===== src/rtl/reg_alu_sequencer.sv =====
// -----------------------------------------------------------------------------
// reg_alu_sequencer
//   Multi-cycle execute/writeback sequencer placed directly downstream of the
//   gpreg register file. One decoded instruction is accepted in IDLE. Its two
//   source operands are read from gpreg in READ and an 8-bit ALU result is
//   computed in EXEC. The result is written back to gpreg in WRITE.
//   gpreg writes to whatever register rA addresses, so reg_a_addr is shared in
//   time: it carries the source address in READ and the destination in WRITE.
//
// Ports
//   clk          in   1       system clock, rising edge
//   reset        in   1       synchronous, active-high
//   instr_valid  in   1       instruction present on opcode/rd/rs1/rs2/imm
//   instr_ready  out  1       sequencer can accept an instruction (IDLE)
//   opcode       in   3       ALU operation
//   rd           in   ADDR_W  destination register
//   rs1, rs2     in   ADDR_W  source registers
//   imm          in   DATA_W  immediate operand
//   reg_a_addr   out  ADDR_W  gpreg rA (read port A / write address)
//   reg_b_addr   out  ADDR_W  gpreg rB
//   reg_a_data   in   DATA_W  gpreg outA (combinational read)
//   reg_b_data   in   DATA_W  gpreg outB
//   reg_wdata    out  DATA_W  gpreg data_in
//   reg_we       out  1       gpreg we
//   result       out  DATA_W  last computed result (held until next EXEC)
//   zero_flag    out  1       result == 0
//   carry_flag   out  1       carry (ADD/ADDI) or borrow (SUB/CMP), else 0
//   done         out  1       one-cycle pulse while the instruction retires
//   busy         out  1       sequencer not in IDLE
// -----------------------------------------------------------------------------
module reg_alu_sequencer #(
   parameter int DATA_W = 8,
   parameter int ADDR_W = 5
) (
   input  logic              clk,
   input  logic              reset,
   input  logic              instr_valid,
   output logic              instr_ready,
   input  logic [2:0]        opcode,
   input  logic [ADDR_W-1:0] rd,
   input  logic [ADDR_W-1:0] rs1,
   input  logic [ADDR_W-1:0] rs2,
   input  logic [DATA_W-1:0] imm,
   output logic [ADDR_W-1:0] reg_a_addr,
   output logic [ADDR_W-1:0] reg_b_addr,
   input  logic [DATA_W-1:0] reg_a_data,
   input  logic [DATA_W-1:0] reg_b_data,
   output logic [DATA_W-1:0] reg_wdata,
   output logic              reg_we,
   output logic [DATA_W-1:0] result,
   output logic              zero_flag,
   output logic              carry_flag,
   output logic              done,
   output logic              busy
);

   localparam logic [2:0] OP_ADD  = 3'd0;
   localparam logic [2:0] OP_SUB  = 3'd1;
   localparam logic [2:0] OP_AND  = 3'd2;
   localparam logic [2:0] OP_OR   = 3'd3;
   localparam logic [2:0] OP_XOR  = 3'd4;
   localparam logic [2:0] OP_MOVI = 3'd5;
   localparam logic [2:0] OP_ADDI = 3'd6;
   localparam logic [2:0] OP_CMP  = 3'd7;

   typedef enum logic [1:0] {
      ST_IDLE  = 2'd0,
      ST_READ  = 2'd1,
      ST_EXEC  = 2'd2,
      ST_WRITE = 2'd3
   } state_t;

   // ALU with one extra bit: bit DATA_W is the carry for additions and the
   // borrow for subtractions (a 9-bit unsigned difference sets its top bit
   // exactly when a < b). Logical ops and MOVI leave it cleared.
   function automatic logic [DATA_W:0] alu_f(
      input logic [2:0]        op,
      input logic [DATA_W-1:0] a,
      input logic [DATA_W-1:0] b,
      input logic [DATA_W-1:0] k
   );
      logic [DATA_W:0] r;
      case (op)
         OP_ADD:  r = {1'b0, a} + {1'b0, b};
         OP_SUB:  r = {1'b0, a} - {1'b0, b};
         OP_AND:  r = {1'b0, a & b};
         OP_OR:   r = {1'b0, a | b};
         OP_XOR:  r = {1'b0, a ^ b};
         OP_MOVI: r = {1'b0, k};
         OP_ADDI: r = {1'b0, a} + {1'b0, k};
         OP_CMP:  r = {1'b0, a} - {1'b0, b};
         default: r = {(DATA_W+1){1'b0}};
      endcase
      return r;
   endfunction

   state_t              state_q, state_d;
   logic [2:0]          op_q, op_d;
   logic [ADDR_W-1:0]   rd_q, rd_d;
   logic [DATA_W-1:0]   imm_q, imm_d;
   logic [DATA_W-1:0]   opa_q, opa_d;
   logic [DATA_W-1:0]   opb_q, opb_d;
   logic [DATA_W-1:0]   result_q, result_d;
   logic                zero_q, zero_d;
   logic                carry_q, carry_d;
   logic [ADDR_W-1:0]   reg_a_addr_q, reg_a_addr_d;
   logic [ADDR_W-1:0]   reg_b_addr_q, reg_b_addr_d;
   logic [DATA_W-1:0]   reg_wdata_q, reg_wdata_d;
   logic                reg_we_q, reg_we_d;
   logic                done_q, done_d;
   logic [DATA_W:0]     alu_s;
   logic                accept_s;

   assign accept_s = instr_valid && (state_q == ST_IDLE);
   assign alu_s    = alu_f(op_q, opa_q, opb_q, imm_q);

   // State and datapath registers with synchronous reset; a reset aborts any
   // instruction in flight, so no write and no done follow it.
   always_ff @(posedge clk) begin
      if (reset) begin
         state_q      <= ST_IDLE;
         op_q         <= 3'd0;
         rd_q         <= {ADDR_W{1'b0}};
         imm_q        <= {DATA_W{1'b0}};
         opa_q        <= {DATA_W{1'b0}};
         opb_q        <= {DATA_W{1'b0}};
         result_q     <= {DATA_W{1'b0}};
         zero_q       <= 1'b0;
         carry_q      <= 1'b0;
         reg_a_addr_q <= {ADDR_W{1'b0}};
         reg_b_addr_q <= {ADDR_W{1'b0}};
         reg_wdata_q  <= {DATA_W{1'b0}};
         reg_we_q     <= 1'b0;
         done_q       <= 1'b0;
      end else begin
         state_q      <= state_d;
         op_q         <= op_d;
         rd_q         <= rd_d;
         imm_q        <= imm_d;
         opa_q        <= opa_d;
         opb_q        <= opb_d;
         result_q     <= result_d;
         zero_q       <= zero_d;
         carry_q      <= carry_d;
         reg_a_addr_q <= reg_a_addr_d;
         reg_b_addr_q <= reg_b_addr_d;
         reg_wdata_q  <= reg_wdata_d;
         reg_we_q     <= reg_we_d;
         done_q       <= done_d;
      end
   end

   // Next-state logic: fixed four-step sequence, leaving IDLE only on accept.
   always_comb begin
      state_d = ST_IDLE;
      case (state_q)
         ST_IDLE: begin
            if (accept_s) begin
               state_d = ST_READ;
            end else begin
               state_d = ST_IDLE;
            end
         end
         ST_READ:  state_d = ST_EXEC;
         ST_EXEC:  state_d = ST_WRITE;
         ST_WRITE: state_d = ST_IDLE;
         default:  state_d = ST_IDLE;
      endcase
   end

   // Output/datapath logic. The gpreg-facing outputs are registered, so each
   // is loaded one state early with the value the following state presents:
   // source addresses on accept, the write beat at the end of EXEC.
   always_comb begin
      op_d         = op_q;
      rd_d         = rd_q;
      imm_d        = imm_q;
      opa_d        = opa_q;
      opb_d        = opb_q;
      result_d     = result_q;
      zero_d       = zero_q;
      carry_d      = carry_q;
      reg_a_addr_d = {ADDR_W{1'b0}};
      reg_b_addr_d = {ADDR_W{1'b0}};
      reg_wdata_d  = {DATA_W{1'b0}};
      reg_we_d     = 1'b0;
      done_d       = 1'b0;
      case (state_q)
         ST_IDLE: begin
            if (accept_s) begin
               op_d         = opcode;
               rd_d         = rd;
               imm_d        = imm;
               reg_a_addr_d = rs1;
               reg_b_addr_d = rs2;
            end else begin
               reg_a_addr_d = {ADDR_W{1'b0}};
               reg_b_addr_d = {ADDR_W{1'b0}};
            end
         end
         ST_READ: begin
            opa_d = reg_a_data;
            opb_d = reg_b_data;
         end
         ST_EXEC: begin
            result_d     = alu_s[DATA_W-1:0];
            carry_d      = alu_s[DATA_W];
            zero_d       = (alu_s[DATA_W-1:0] == {DATA_W{1'b0}});
            reg_a_addr_d = rd_q;
            reg_wdata_d  = alu_s[DATA_W-1:0];
            // CMP only updates result and flags; it never writes a register.
            reg_we_d     = (op_q != OP_CMP);
            done_d       = 1'b1;
         end
         ST_WRITE: begin
            done_d = 1'b0;
         end
         default: begin
            done_d = 1'b0;
         end
      endcase
   end

   assign instr_ready = (state_q == ST_IDLE);
   assign busy        = (state_q != ST_IDLE);
   assign reg_a_addr  = reg_a_addr_q;
   assign reg_b_addr  = reg_b_addr_q;
   assign reg_wdata   = reg_wdata_q;
   assign reg_we      = reg_we_q;
   assign result      = result_q;
   assign zero_flag   = zero_q;
   assign carry_flag  = carry_q;
   assign done        = done_q;

endmodule


===== config.mk =====
export PLATFORM = sky130hd
export DESIGN_NAME = reg_alu_sequencer
export DESIGN_NICKNAME = d
export VERILOG_FILES = /design/src/rtl/reg_alu_sequencer.sv
export SDC_FILE = /design/constraint.sdc
export NUM_CORES = 1
export LEC_CHECK = 0
export CORE_ASPECT_RATIO = 0.5
export CORE_MARGIN = 5
export CORE_UTILIZATION = 48
export CTS_BUF_LIST = sky130_fd_sc_hd__clkbuf_4
export DETAILED_ROUTE_END_ITERATION = 8
export PLACE_DENSITY = 0.84
export SETUP_SLACK_MARGIN = 0.3
export SKIP_LAST_GASP = 1
export SLEW_MARGIN = 40
export SYNTH_ARGS = -nofsm -noshare
export SYNTH_HDL_FRONTEND = slang
export SYNTH_SLANG_ARGS = --single-unit
export TNS_END_PERCENT = 10

===== constraint.sdc =====
create_clock -name clk -period 3.05 [get_ports clk]
set_input_delay 0.7625 -clock clk [delete_from_list [all_inputs] [get_ports clk]]
set_output_delay 0.7625 -clock clk [all_outputs]
set_load 0.01 [all_outputs]

* Word level (Yosys, flattened, before mapping)
Cells that the tools add are included.
** Cells by class
- Equal/unequal tests :: 11
- Reductions and logical operators :: 9
- Add/subtract/negate cells :: 3
- Bitwise gates (word level) :: 6
- Mux-type cells :: 6
** Operators by type and width (number)
- 9-bit case mux with 7 select lines :: 1
- 8-bit by 8-bit adder with 9-bit output :: 2
- 3-bit equality test, second input constant :: 4
- 5-bit case mux with 2 select lines :: 1
- 8-bit by 8-bit subtractor with 9-bit output :: 1
- 8-bit bitwise AND :: 1
- 8-bit logical NOT :: 1
- 8-bit OR :: 1
- 2-bit case mux with 4 select lines :: 1
- 8-bit XOR :: 1
- 3-bit by 2-bit equality test with 1-bit output, second input constant :: 2
- 5-bit two-way mux :: 1
- 2-bit equality test, second input constant :: 2
- 2-bit OR reduction :: 2
- 3-bit by 1-bit equality test with 1-bit output, second input constant :: 1
- 3-bit logical NOT :: 1
- 3-bit inequality test, second input constant :: 1
- 1-bit inverter :: 3
- 3-bit OR reduction :: 1
- 2-bit by 1-bit equality test with 1-bit output, second input constant :: 1
- 2-bit logical NOT :: 1
- 1-bit two-way mux :: 2
- 2-bit AND reduction :: 1
- 2-bit nonzero test :: 1
- 1-bit logical AND :: 1
** Word-level totals
- Output and inout bits :: 32
- Bits of input ports :: 45
- Register bits :: 64
- Logic and storage cells :: 49

* Longest topological paths before layout
- Depth after elaboration :: 4
- Depth in mapped cells :: 16
- Mapped depth without buffers :: 14

* Least setup slack after synthesis
No wires, ideal clock.
- Path type :: register to register
- Start point :: register op_q[2]
- End point :: register zero_q, in the netlist zero_flag
- Setup time :: 87 ps
- Data arrival time :: 2889 ps
- Stages on the path, launching flop included :: 17
- Slack :: 74 ps
- Path buffers :: 4
- Clock period less this slack :: 2976 ps
- Required time :: 2963 ps
- Cells stage by stage :: dfxtp_1 > buf_2 > buf_1 > clkbuf_1 > nand3_1 > o21ai_0 > nor2_1 > nor2_1 > nor2_1 > ha_1 > clkbuf_1 > a21o_1 > a21oi_1 > o221ai_1 > mux2i_1 > or2_0 > o31ai_1
** On the way
- Cells in the longest elaborated chain, start to end :: 4
- Elaborated cells between the ends (all ways) :: 11
- Those cells by class :: 7 x eq/ne; 1 x mux; 3 x reduce/logical
** RTL lines
- from (decl) :: line 98 : logic [2:0] op_q, op_d;
- from (signal assigned) :: line 137 : op_q <= op_d;
- 3-bit equality test / 3-bit by 1-bit equality test with 1-bit output (equally long branches) :: line 83 : case (op)
- 2-bit OR reduction (no source line)
- 9-bit case mux with 7 select lines * :: line 83
- 8-bit logical NOT * :: line 208 : zero_d = (alu_s[DATA_W-1:0] == {DATA_W{1'b0}});
- to (signal assigned) :: line 143 : zero_q <= zero_d;
- to (decl) :: line 104 : logic zero_q, zero_d;
Mark *: on every way between the ends. The rest lies on a longest branch, timed or not.
A chain may end at the register's enable or synchronous reset.

* Worst setup path in the final report
- Start point :: register opb_q[1]
- End point :: register zero_q, in the netlist zero_flag
** On the way
- Cells in the longest elaborated chain, start to end :: 3
- Elaborated cells between the ends (all ways) :: 7
- Those cells by class :: 2 x add/sub; 1 x mux; 3 x bitwise; 1 x reduce/logical
** RTL lines
- from (decl) :: line 102 : logic [DATA_W-1:0] opb_q, opb_d;
- from (signal assigned) :: line 126 : opb_q <= {DATA_W{1'b0}};
- from (signal assigned) :: line 141 : opb_q <= opb_d;
- 8-bit by 8-bit subtractor with 9-bit output, or another cell as far along :: line 85, 91
- 9-bit case mux with 7 select lines * :: line 83
- 8-bit logical NOT * :: line 208
Marked as above.

==> key figures <==
Run status
  • Status: finished, final reports clean

Power and ir drop
  • Net Sw Frac: roughly two fifths
  • Part of the power in the clock network: between 10% and 20%
  • Leakage: between 0.0015 and 0.002 uW
  • P_sw: ~1200 uW
  • P_int: between 1500 and 2000 uW
  • Cell area power density: between 600 and 700 nW/um2
  • Comb pwr share: between 50% and 60%
  • Part of the power in registers: between 30% and 40%
  • Worst VDD drop: 0.0003314 V

CTS
  • H-tree depth: 3
  • Hold_buf cts: 0
  • CTS max path bufs: 2
  • Clk_lat worst skew: approximately 0.43 ns
  • TritonCTS buffer count: 9
  • Clock sinks: 64
  • CTS tree: yes
  • CTS Root Cell: clkbuf_4
  • Clock transition at the registers of the reported paths: approximately 0.11 ns

Floorplanning
  • Core Footprint: roughly 7400 um2
  • I/O Pins: a little under 80
  • DIE AREA: 9665 um2
  • Die width: between 100 and 150 um
  • Initial core utilization: approximately 50%
  • Die Y: slightly above 70 um
  • Site Rows: 22

Timing
  • Final setup vio count: 0
  • Period utilization: between 90 and 100%
  • Setup TNS: 0 ns
  • Final Hold Viols: 0
  • Peak Freq: between 300 and 400 MHz
  • RSZ-0062 raised after global routing: yes
  • Relative slew slack: between 50% and 60%
  • Min Tclk post-route: about 3.0 ns
  • Setup clock skew after layout: 0.01077 ns
  • Actual slew at the worst max-slew pin: just under 0.7 ns
  • Final max-slew violation count: 0

Final layout
  • Non-Filler Instances: ~650
  • Layout area overhead: 32.01%
  • Diodes inserted: 0
  • Final core utilization: around two thirds
  • Sequential Area: approximately 1300 um2
  • Nets: just over 600
  • Ratio of cells with drive above 1 in the final layout: 12.68%
  • Filler Cell Count: roughly 610
  • Multi-input logic area: around 2200 um2

Critical path
  • CP Launch Type: flip-flop
  • Crit. End Element: flip-flop
  • Crit path DAT: 3.40 ns
  • CP max FO: 5
  • Critical Path RT: about 3.4 ns
  • Crit path kind: reg2reg

GRT
  • Overflow after GRT: 0
  • Vias in the first global route: 3,373
  • Largest net degree at the start of global routing: 50
  • Antenna violations before repair: 0
  • First-pass GRT wire length: around 17,000 um
  • GR Util All Layers: 22.23%

Synth
  • Yosys warns: 0
  • Post-Syn Nets: about 530
  • Synthesized area: 3697 um2
  • Post-synthesis cell type count: between 50 and 60
  • Seq cells post-synth: between 60 and 70
  • Syn Inst Count: ~450
  • EDFF count, synth: 0
  • Sequential share of the synthesized area: 34.65%
  • Main synth FF type: dfxtp_1
  • Asr flop ratio synth: 0%
  • Avg Synthesized Cell Area: about 8.2 um2

Place
  • Final GP Congestion: about 0.97
  • I/O Buffers: 76
  • DP Cell Count: 631
  • Dpl hpwl: around 7900 um

Min path
  • Min-Delay Path Class: reg2reg

Detailed routing
  • Drt initial violations: around 330
  • DR WL/cell: ~16 um
  • Highest routed layer: met4
  • DR pass1 iterations: 5
  • Antenna Nets Post-Route: 0
  • Wire length on met1: 5024 um
  • Met3 WL: between 900 and 1000 um
  • Vias/cell: approximately 5.5
  • Met2 WL post-DR: between 4000 and 5000 um
  • Vias: between 3k and 4k
  • DRC: 0
  • Routed WL: slightly above 10,000 um

Job
  • Max Cap Violations: 0
[timing repair]
item | in CTS | in global routing
resized for setup | 6 | 8
setup buffers | 1 | 0
setup endpoints to repair | 12 | 14
pin swaps | 1 | 2
[critical path: stages, from the launching register on]
cell,delay [ns]
dfxtp_2,0.35
or3_4,0.39
or3_4,0.35
or3_4,0.36
and3_4,0.19
o21ai_2,0.10
o311a_1,0.21
ha_4,0.22
inv_2,0.07
nor4b_2,0.04
a311o_1,0.28
or2_1,0.22
o31ai_1,0.18
[registers in the layout, indices dropped and copies added (netlist names)]
name / flops
carry_flag: 1
done: 1
imm_q: 8
op_q: 3
opa_q: 8
opb_q: 8
rd_q: 5
reg_a_addr: 5
reg_b_addr: 5
reg_wdata: 8
reg_we: 1
result: 8
state_q: 2
zero_flag: 1
[area by class of cell]
class | instances | share of cell area [%]
multi-input cells | 333 | 45.89
flip-flops and latches | 64 | 26.33
repair buffers | 109 | 20.66
well taps | 96 | 2.461
inverters | 30 | 2.307
clock buffers | 9 | 1.384
clock inverters | 7 | 0.9741
[logic make-up (layout without fill, tap and decap cells)]
| family | count (synthesis) | in the layout | share of synthesized area, % |
|---|---|---|---|
| AO/OA/AOI/OAI | 101 | 101 | 17.83 |
| AND/OR/NAND/NOR | 164 | 164 | 20.58 |
| adder cells (fa/ha/maj) | 31 | 31 | 10.69 |
| flip-flops | 64 | 64 | 34.65 |
| buffers and inverters | 56 | 155 | 6.497 |
| XOR/XNOR | 10 | 10 | 2.369 |
| multiplexers | 27 | 27 | 7.377 |
[stage by stage]
step / cell area [um2] / hold WS (ns) / power, uW / setup slack [ns]
after global routing: 4881 / 0.4968 / 3305 / -0.1245
after global placement: 4703 / 0.4421 / 2483 / 0.01124
after floorplan: 3712 / 0.4366 / 1976 / 0.1744
final: 4881 / 0.4668 / 3080 / 0.0008193
after detailed placement: 4706 / 0.4501 / 2502 / -0.07348
after CTS: 4846 / 0.4666 / 3031 / 0.02001
[power groups by stage]
stage / combinational, uW / sequential, uW / clock [uW]
final: 1570 / 1010 / 505
after global routing: 1730 / 1020 / 556
after CTS: 1510 / 1000 / 517
after detailed placement: 1480 / 1020 / 0
after global placement: 1470 / 1020 / 0
after floorplan: 952 / 1020 / 0
[Yosys cell counts (6+ instances only)]
cell	n	area, um2
a211oi_1	13	97.59
a21oi_1	33	165.2
a22oi_1	6	45.04
and2_1	8	50.05
clkbuf_1	14	52.55
dfxtp_1	64	1281
ha_1	30	375.4
inv_1	30	112.6
mux2i_1	25	250.2
nand2_1	56	210.2
nor2_1	58	217.7
nor3_1	6	30.03
o21ai_0	19	95.09
[layout by cell type, fill, tap and decap left out, types with 2 or more instances in the layout]
cell / netlist / final
o311a_1: 2 / 2
o31ai_1: 5 / 5
a211oi_2: 0 / 2
and3_1: 4 / 4
mux2_2: 2 / 2
or3_4: 3 / 3
ha_4: 0 / 2
xor2_1: 5 / 5
a21o_1: 2 / 2
buf_4: 1 / 33
nand2b_1: 4 / 4
inv_1: 30 / 29
dfxtp_2: 0 / 3
nor3_1: 6 / 5
a22oi_1: 6 / 6
a21oi_1: 33 / 32
a221oi_1: 3 / 2
ha_1: 30 / 27
dfxtp_1: 64 / 61
clkdlybuf4s50_1: 0 / 76
nand4_1: 3 / 3
o32ai_1: 2 / 2
nand2_1: 56 / 56
nand3_1: 5 / 5
clkinv_2: 0 / 2
nor2_1: 58 / 58
and4_1: 2 / 2
clkbuf_4: 0 / 9
and2_1: 8 / 8
a211oi_1: 13 / 11
mux2i_1: 25 / 25
o21ai_0: 19 / 18
xnor2_1: 5 / 5
nor2b_1: 5 / 5
clkinv_4: 0 / 2
o2111ai_1: 2 / 2
nor4_1: 2 / 2
[worst paths after layout]
kind / from / endpoint / slack [ns] / depth (start not counted)
hold / removal: rd_q[0] / rd_q[0] / 0.47 / 2
setup / recovery: opb_q[1] / zero_flag / 0.0008 / 12
hold reg to reg: rd_q[0] / rd_q[0] / 0.47 / 2
setup reg to reg: opb_q[1] / zero_flag / 0.0008 / 12
[metal layers]
layer  vias to the layer above  global-route usage (%)
met5                         -                       0
met4                         0                   6.321
met3                        10                   6.440
met2                       133                   32.64
met1                      1657                   31.85
li1                       1760                       -
(Power assumes the default switching activity.)
